$ cat config.mk
export PLATFORM = sky130hd
export DESIGN_NAME = input_conditioner
export DESIGN_NICKNAME = d
export VERILOG_FILES = /design/src/rtl/input_cond_pkg.sv /design/src/rtl/input_conditioner_debounce_bit.sv /design/src/rtl/input_conditioner.sv
export SDC_FILE = /design/constraint.sdc
export NUM_CORES = 1
export LEC_CHECK = 0
export CAP_MARGIN = 20
export CORE_MARGIN = 5
export CORE_UTILIZATION = 40
export DETAILED_ROUTE_END_ITERATION = 7
export PLACE_DENSITY_LB_ADDON = 0.2
export SYNTH_ARGS = -nofsm -noshare
export SYNTH_HDL_FRONTEND = slang
export SYNTH_SLANG_ARGS = --single-unit
$ cat constraint.sdc
create_clock -name clk -period 2.18 [get_ports clk]
set_input_delay 0.436 -clock clk [delete_from_list [all_inputs] [get_ports clk]]
set_output_delay 0.436 -clock clk [all_outputs]
set_load 0.01 [all_outputs]
$ cat src/rtl/input_cond_pkg.sv
// Shared defaults and counter-width helpers for the input_conditioner slice.
// Optional key auto-repeat is enabled by defining AUTO_REPEAT_EN.
package input_cond_pkg;

  localparam int DEF_N_SW            = 10;
  localparam int DEF_N_KEY           = 4;
  localparam int DEF_DEBOUNCE_CYCLES = 50000;
  localparam int DEF_REPEAT_DELAY    = 25000000;
  localparam int DEF_REPEAT_PERIOD   = 5000000;

  // A 1-bit counter is still needed at the legal minimum of 2 cycles.
  function automatic int deb_cnt_w(input int cycles);
    return (cycles < 2) ? 1 : $clog2(cycles);
  endfunction

  // Hold counter must be able to reach the larger of the two repeat intervals.
  function automatic int rep_cnt_w(input int delay, input int period);
    int m;
    m = (delay > period) ? delay : period;
    return $clog2(m + 1);
  endfunction

  localparam int DEF_DEB_CNT_W = deb_cnt_w(DEF_DEBOUNCE_CYCLES);
  localparam int DEF_REP_CNT_W = rep_cnt_w(DEF_REPEAT_DELAY, DEF_REPEAT_PERIOD);

endpackage

$ cat src/rtl/input_conditioner_debounce_bit.sv
// One input bit: two-flop synchronizer followed by a stable-level debouncer.
// RESET_VAL sets both the synchronizer and the held level at reset.
module debounce_bit
  import input_cond_pkg::*;
#(
  parameter int   DEBOUNCE_CYCLES = DEF_DEBOUNCE_CYCLES,
  parameter logic RESET_VAL       = 1'b0
) (
  input  logic clk,
  input  logic reset_n,
  input  logic raw,
  output logic stable
);

  localparam int CNT_W = deb_cnt_w(DEBOUNCE_CYCLES);
  localparam logic [CNT_W-1:0] CNT_MAX = CNT_W'(DEBOUNCE_CYCLES - 1);

  logic             sync1;
  logic             sync2;
  logic [CNT_W-1:0] cnt;

  // Any return of sync to the held level restarts the count, so glitches vanish.
  always_ff @(posedge clk or negedge reset_n) begin
    if (!reset_n) begin
      sync1  <= RESET_VAL;
      sync2  <= RESET_VAL;
      stable <= RESET_VAL;
      cnt    <= '0;
    end else begin
      sync1 <= raw;
      sync2 <= sync1;
      if (sync2 == stable) begin
        cnt <= '0;
      end else if (cnt == CNT_MAX) begin
        stable <= sync2;
        cnt    <= '0;
      end else begin
        cnt <= cnt + CNT_W'(1);
      end
    end
  end

endmodule

$ cat src/rtl/input_conditioner.sv
// Board-pin front end: per-bit sync + debounce, clean levels and event pulses.
// Define AUTO_REPEAT_EN to add held-key auto-repeat on key_press_pulse.
module input_conditioner
  import input_cond_pkg::*;
#(
  parameter int N_SW            = DEF_N_SW,
  parameter int N_KEY           = DEF_N_KEY,
  parameter int DEBOUNCE_CYCLES = DEF_DEBOUNCE_CYCLES,
  parameter int REPEAT_DELAY    = DEF_REPEAT_DELAY,
  parameter int REPEAT_PERIOD   = DEF_REPEAT_PERIOD
) (
  input  logic             clk,
  input  logic             reset_n,
  input  logic [N_SW-1:0]  sw_raw,
  input  logic [N_KEY-1:0] key_raw,
  output logic [N_SW-1:0]  sw_clean,
  output logic [N_KEY-1:0] key_pressed,
  output logic [N_KEY-1:0] key_press_pulse,
  output logic [N_KEY-1:0] key_release_pulse,
  output logic             sw_changed
);

  logic [N_SW-1:0]  sw_stable;
  logic [N_SW-1:0]  sw_prev;
  logic [N_KEY-1:0] key_stable;
  logic [N_KEY-1:0] key_prev;
  logic [N_KEY-1:0] press_edge;

  for (genvar i = 0; i < N_SW; i++) begin : g_sw
    debounce_bit #(
      .DEBOUNCE_CYCLES (DEBOUNCE_CYCLES),
      .RESET_VAL       (1'b0)
    ) u_deb (
      .clk     (clk),
      .reset_n (reset_n),
      .raw     (sw_raw[i]),
      .stable  (sw_stable[i])
    );
  end

  // Keys are active-low on the board; their synchronizers reset to released.
  for (genvar i = 0; i < N_KEY; i++) begin : g_key
    debounce_bit #(
      .DEBOUNCE_CYCLES (DEBOUNCE_CYCLES),
      .RESET_VAL       (1'b1)
    ) u_deb (
      .clk     (clk),
      .reset_n (reset_n),
      .raw     (key_raw[i]),
      .stable  (key_stable[i])
    );
  end

  assign sw_clean    = sw_stable;
  assign key_pressed = ~key_stable;

  // Previous-cycle copies reset to the same values as the levels: no pulse on reset release.
  always_ff @(posedge clk or negedge reset_n) begin
    if (!reset_n) begin
      sw_prev  <= '0;
      key_prev <= '0;
    end else begin
      sw_prev  <= sw_clean;
      key_prev <= key_pressed;
    end
  end

  assign sw_changed        = |(sw_clean ^ sw_prev);
  assign press_edge        = key_pressed & ~key_prev;
  assign key_release_pulse = ~key_pressed & key_prev;

`ifdef AUTO_REPEAT_EN
  localparam int REP_CNT_W = rep_cnt_w(REPEAT_DELAY, REPEAT_PERIOD);
  localparam logic [REP_CNT_W-1:0] DELAY_CNT  = REP_CNT_W'(REPEAT_DELAY);
  localparam logic [REP_CNT_W-1:0] PERIOD_CNT = REP_CNT_W'(REPEAT_PERIOD);

  logic [N_KEY-1:0] rep_fire;

  // hold_cnt counts cycles since the last press/repeat pulse; rep_phase selects
  // the first (delay) or later (period) interval.
  for (genvar i = 0; i < N_KEY; i++) begin : g_rep
    logic [REP_CNT_W-1:0] hold_cnt;
    logic                 rep_phase;

    assign rep_fire[i] = key_pressed[i] &&
                         (rep_phase ? (hold_cnt == PERIOD_CNT) : (hold_cnt == DELAY_CNT));

    always_ff @(posedge clk or negedge reset_n) begin
      if (!reset_n) begin
        hold_cnt  <= '0;
        rep_phase <= 1'b0;
      end else if (!key_pressed[i]) begin
        hold_cnt  <= '0;
        rep_phase <= 1'b0;
      end else if (press_edge[i]) begin
        hold_cnt  <= REP_CNT_W'(1);
        rep_phase <= 1'b0;
      end else if (rep_fire[i]) begin
        hold_cnt  <= REP_CNT_W'(1);
        rep_phase <= 1'b1;
      end else if (hold_cnt != '0) begin
        hold_cnt <= hold_cnt + REP_CNT_W'(1);
      end
    end
  end

  assign key_press_pulse = press_edge | rep_fire;
`else
  assign key_press_pulse = press_edge;
`endif

endmodule

==> summary.md <==
| Metric | Value |
|---|---|
| Status | `finished with violations` |
| Violated checks | `negative setup slack` |
| Synth top area cells | `dfrtp_1 52%, xnor2_1 12%, nor2_1 7.5%` |
| Final max-slew violation count | `0` |
| Predominant post-synthesis flop cell | `dfrtp_1` |
| Post-Syn Nets | `1257` |
| Most common cell after layout, fill and taps aside | `dfrtp_1` |
| Biggest area consumer among synthesized cells | `dfrtp_1` |
| First-pass GRT wire length | `41.5 mm` |
| Cell breakdown of the critical path | `xor2_1, nor4_2, buf_4, nand4_1, buf_2` |
| CP Buf/Inv Count | `2` |
| Antenna violations before repair | `0` |
| Post-synth EDFFs | `0` |
| Initial Util | `40.7%` |
| Clock sinks | `280` |
| CTS tree | `done` |
| Top Ports | `39` |
| DR DRC count | `0` |
| H-tree depth | `2` |
| Final Skew | `0.00874 ns` |
| Global-route usage over all layers | `13.3%` |
| Hold_sp | `key_raw[0]` |
| Most frequent cells in the layout | `268 x dfrtp_1, 257 x nor2_1, 173 x xnor2_1` |
| Worst-case clock buffer depth | `3` |
| Crit Path Class | `flip-flop to output pin` |
| Nets | `1340` |
| Min-delay worst type | `input pin to flip-flop` |
| Root Buffer Master | `clkbuf_16` |
| Seq/Total Area, Yosys | `54.4%` |
| Routed vias/inst | `4.99` |
| Total CTS buffers | `34` |
| Post-route ant nets | `0` |
| Top cell type's share of synthesized area | `52.0%` |
| Worst R2R End | `g_sw[6].u_deb.cnt[2]` |
| Clk Latency, worst-skew pair | `0.50 ns` |
| WL final | `23.4 mm` |
| Worst-path clk slew | `0.06 ns` |
| DR vias | `8674` |
| Slew headroom | `61.4%` |
| Final Worst Setup Slack | `-0.0629 ns` |
| Crit path DAT | `1.81 ns` |
| Fmax | `446 MHz` |
| PwrDens | `766 mW/mm^2` |
| Leak | `6.17 nW` |
| Cell count after synthesis | `1227` |
| # diodes | `0` |
| Slowest stage delay, CP | `0.38 ns` |
| Mapped Area | `0.0129 mm^2` |
| RSZ-0062 raised after global routing | `yes` |
| Hold depth | `1` |
| Ys async rst share | `100%` |
| Number of synthesized register bits | `280` |
| Max IR drop VDD | `0.432 mV` |
| Detailed Place HPWL | `15.6 mm` |
| Fin crit period | `2.24 ns` |
| Yosys cell types | `37` |
| Vias in the first global route | `8587` |
| WHS | `0.341 ns` |
| Grt ovf | `0` |
| Tcrit/Tclk final | `103%` |
| Startpoint types | `flip-flop` |
| R2r worst-path depth | `5` |
| Crit path max fanout | `2` |
| Post-layout util | `47.6%` |
| Max-Cap Viols | `0` |
| Worst Max-Slew Pin Slew | `0.579 ns` |
| Setup crit end kind | `output pin` |
| IO Port Bufs | `38` |
| Die width | `190 um` |
| Synthesized area per cell | `10.5 um^2` |
| RD Place Congestion | `0.803` |
| Die Y-Extent | `190 um` |
| Final Hold Vio Count | `0` |
| Slowest cell on crit path | `dfrtp_1` |
| Layout cells sized above 1 | `9.81%` |
| Initial drt markers | `415` |
| Power consumption | `0.0116 W` |
| Yosys warns | `0` |
| Synth-to-Final Area Change | `16.9%` |
| FF-to-FF Start | `g_sw[6].u_deb.cnt[12]` |
| Delay-heaviest family, CP | `simple AND/OR/NAND/NOR gates` |
| Drt wl/cell | `13.5 um` |
| Flop2flop setup slack | `0.34 ns` |
| Hold EP | `g_key[0].u_deb.sync1` |
| Final setup vio count | `1` |
| Largest net degree at the start of global routing | `67` |
| Core Footprint | `0.0317 mm^2` |
| Data required, critical path | `1.74 ns` |
| Die area | `0.0359 mm^2` |
| Row cnt | `65` |
| TritonRoute pass-1 iters | `4` |
-- per-layer routing --
layer	wire, um	vias to the layer above	part of all wire (%)	track usage [%]
met2	10700	89	46	21.3
met3	643	41	2.7	2.24
li1	-	4361	-	-
met5	0	-	0	0
met4	640	0	2.7	4.51
met1	11500	4183	49	18.6
-- flip-flops by register name, summed over array words and instances, names as in the netlist --
register,flops
g_sw.u_deb.sync2,10
g_key.u_deb.cnt,64
key_prev,4
sw_prev,10
g_sw.u_deb.stable,10
g_key.u_deb.sync2,4
g_sw.u_deb.cnt,160
g_sw.u_deb.sync1,10
g_key.u_deb.stable,4
g_key.u_deb.sync1,4
-- cell usage after synthesis, types with 4 or more instances --
| cell type | number |
|---|---|
| nor3_1 | 52 |
| buf_2 | 6 |
| xnor2_1 | 173 |
| buf_6 | 6 |
| nand3b_1 | 5 |
| nand2_1 | 50 |
| o41ai_4 | 6 |
| nor2_1 | 257 |
| nor4bb_1 | 13 |
| ha_1 | 14 |
| nand3_1 | 78 |
| dfrtp_1 | 268 |
| and3_1 | 17 |
| nor4b_2 | 4 |
| xor2_1 | 45 |
| buf_4 | 10 |
| or3_1 | 5 |
| nor4b_1 | 7 |
| nand4_1 | 52 |
| nor4_1 | 64 |
| and2_1 | 4 |
| inv_1 | 48 |
| dfstp_2 | 12 |
| mux2_2 | 14 |
-- cells by family (layout without fill, tap and decap cells) --
| kind of cell | after synthesis | count (layout) | synth area share, % |
|---|---|---|---|
| flops | 280 | 280 | 54.4 |
| simple gates | 619 | 619 | 23.9 |
| compound gates | 10 | 10 | 1.45 |
| xor+xnor | 218 | 218 | 14.8 |
| fa+ha+maj | 14 | 14 | 1.36 |
| buf+inv | 72 | 181 | 2.79 |
| mux | 14 | 14 | 1.22 |
-- metrics by stage --
stage                     setup TNS (ns)  setup slack (ns)  instances  area [um^2]
after detailed placement         -0.0533           -0.0533       1675        13900
after CTS                         -0.124            -0.124       1738        15100
after global routing              -0.161            -0.161       1738        15100
final                            -0.0629           -0.0629       1738        15100
after floorplan                        0             0.528       1227        12900
after global placement           -0.0835           -0.0835       1675        13900
-- power breakdown --
part           leakage, nW  switching [W]  internal (W)
logic                 1.82       0.000225      0.000134
registers             3.77      0.0000785       0.00530
clock network        0.582        0.00212       0.00370
total                 6.17        0.00242       0.00913
-- final cells by class --
class | instances | area, um^2
Inverter | 48 | 180
Clock buffer | 49 | 1010
Fill cell | 2926 | 16600
Multi-Input combinational cell | 875 | 5530
Clock inverter | 13 | 168
Timing Repair Buffer | 71 | 676
Tap cell | 402 | 503
Sequential cell | 280 | 7020
-- timing repair --
| item | CTS | global route |
|---|---|---|
| setup buffers | 0 | 0 |
| pin swaps | 2 | 0 |
| endpoints found under the setup margin | 5 | 1 |
| hold buffers | 1 | 0 |
| endpoints found under the hold margin | 58 | 0 |
| resized for setup | 9 | 0 |
-- worst max path at each step --
stage	start	endpoint	cells past startpoint
after floorplan	g_sw[2].u_deb.cnt[10]	g_sw[2].u_deb.cnt[10]	4
after global placement	g_sw[8].u_deb.stable	sw_changed	5
after detailed placement	g_sw[8].u_deb.stable	sw_changed	5
after CTS	sw_prev[1]	sw_changed	5
after global routing	g_sw[1].u_deb.stable	sw_changed	5
final	g_sw[1].u_deb.stable	sw_changed	5
(Power assumes the default switching activity.)
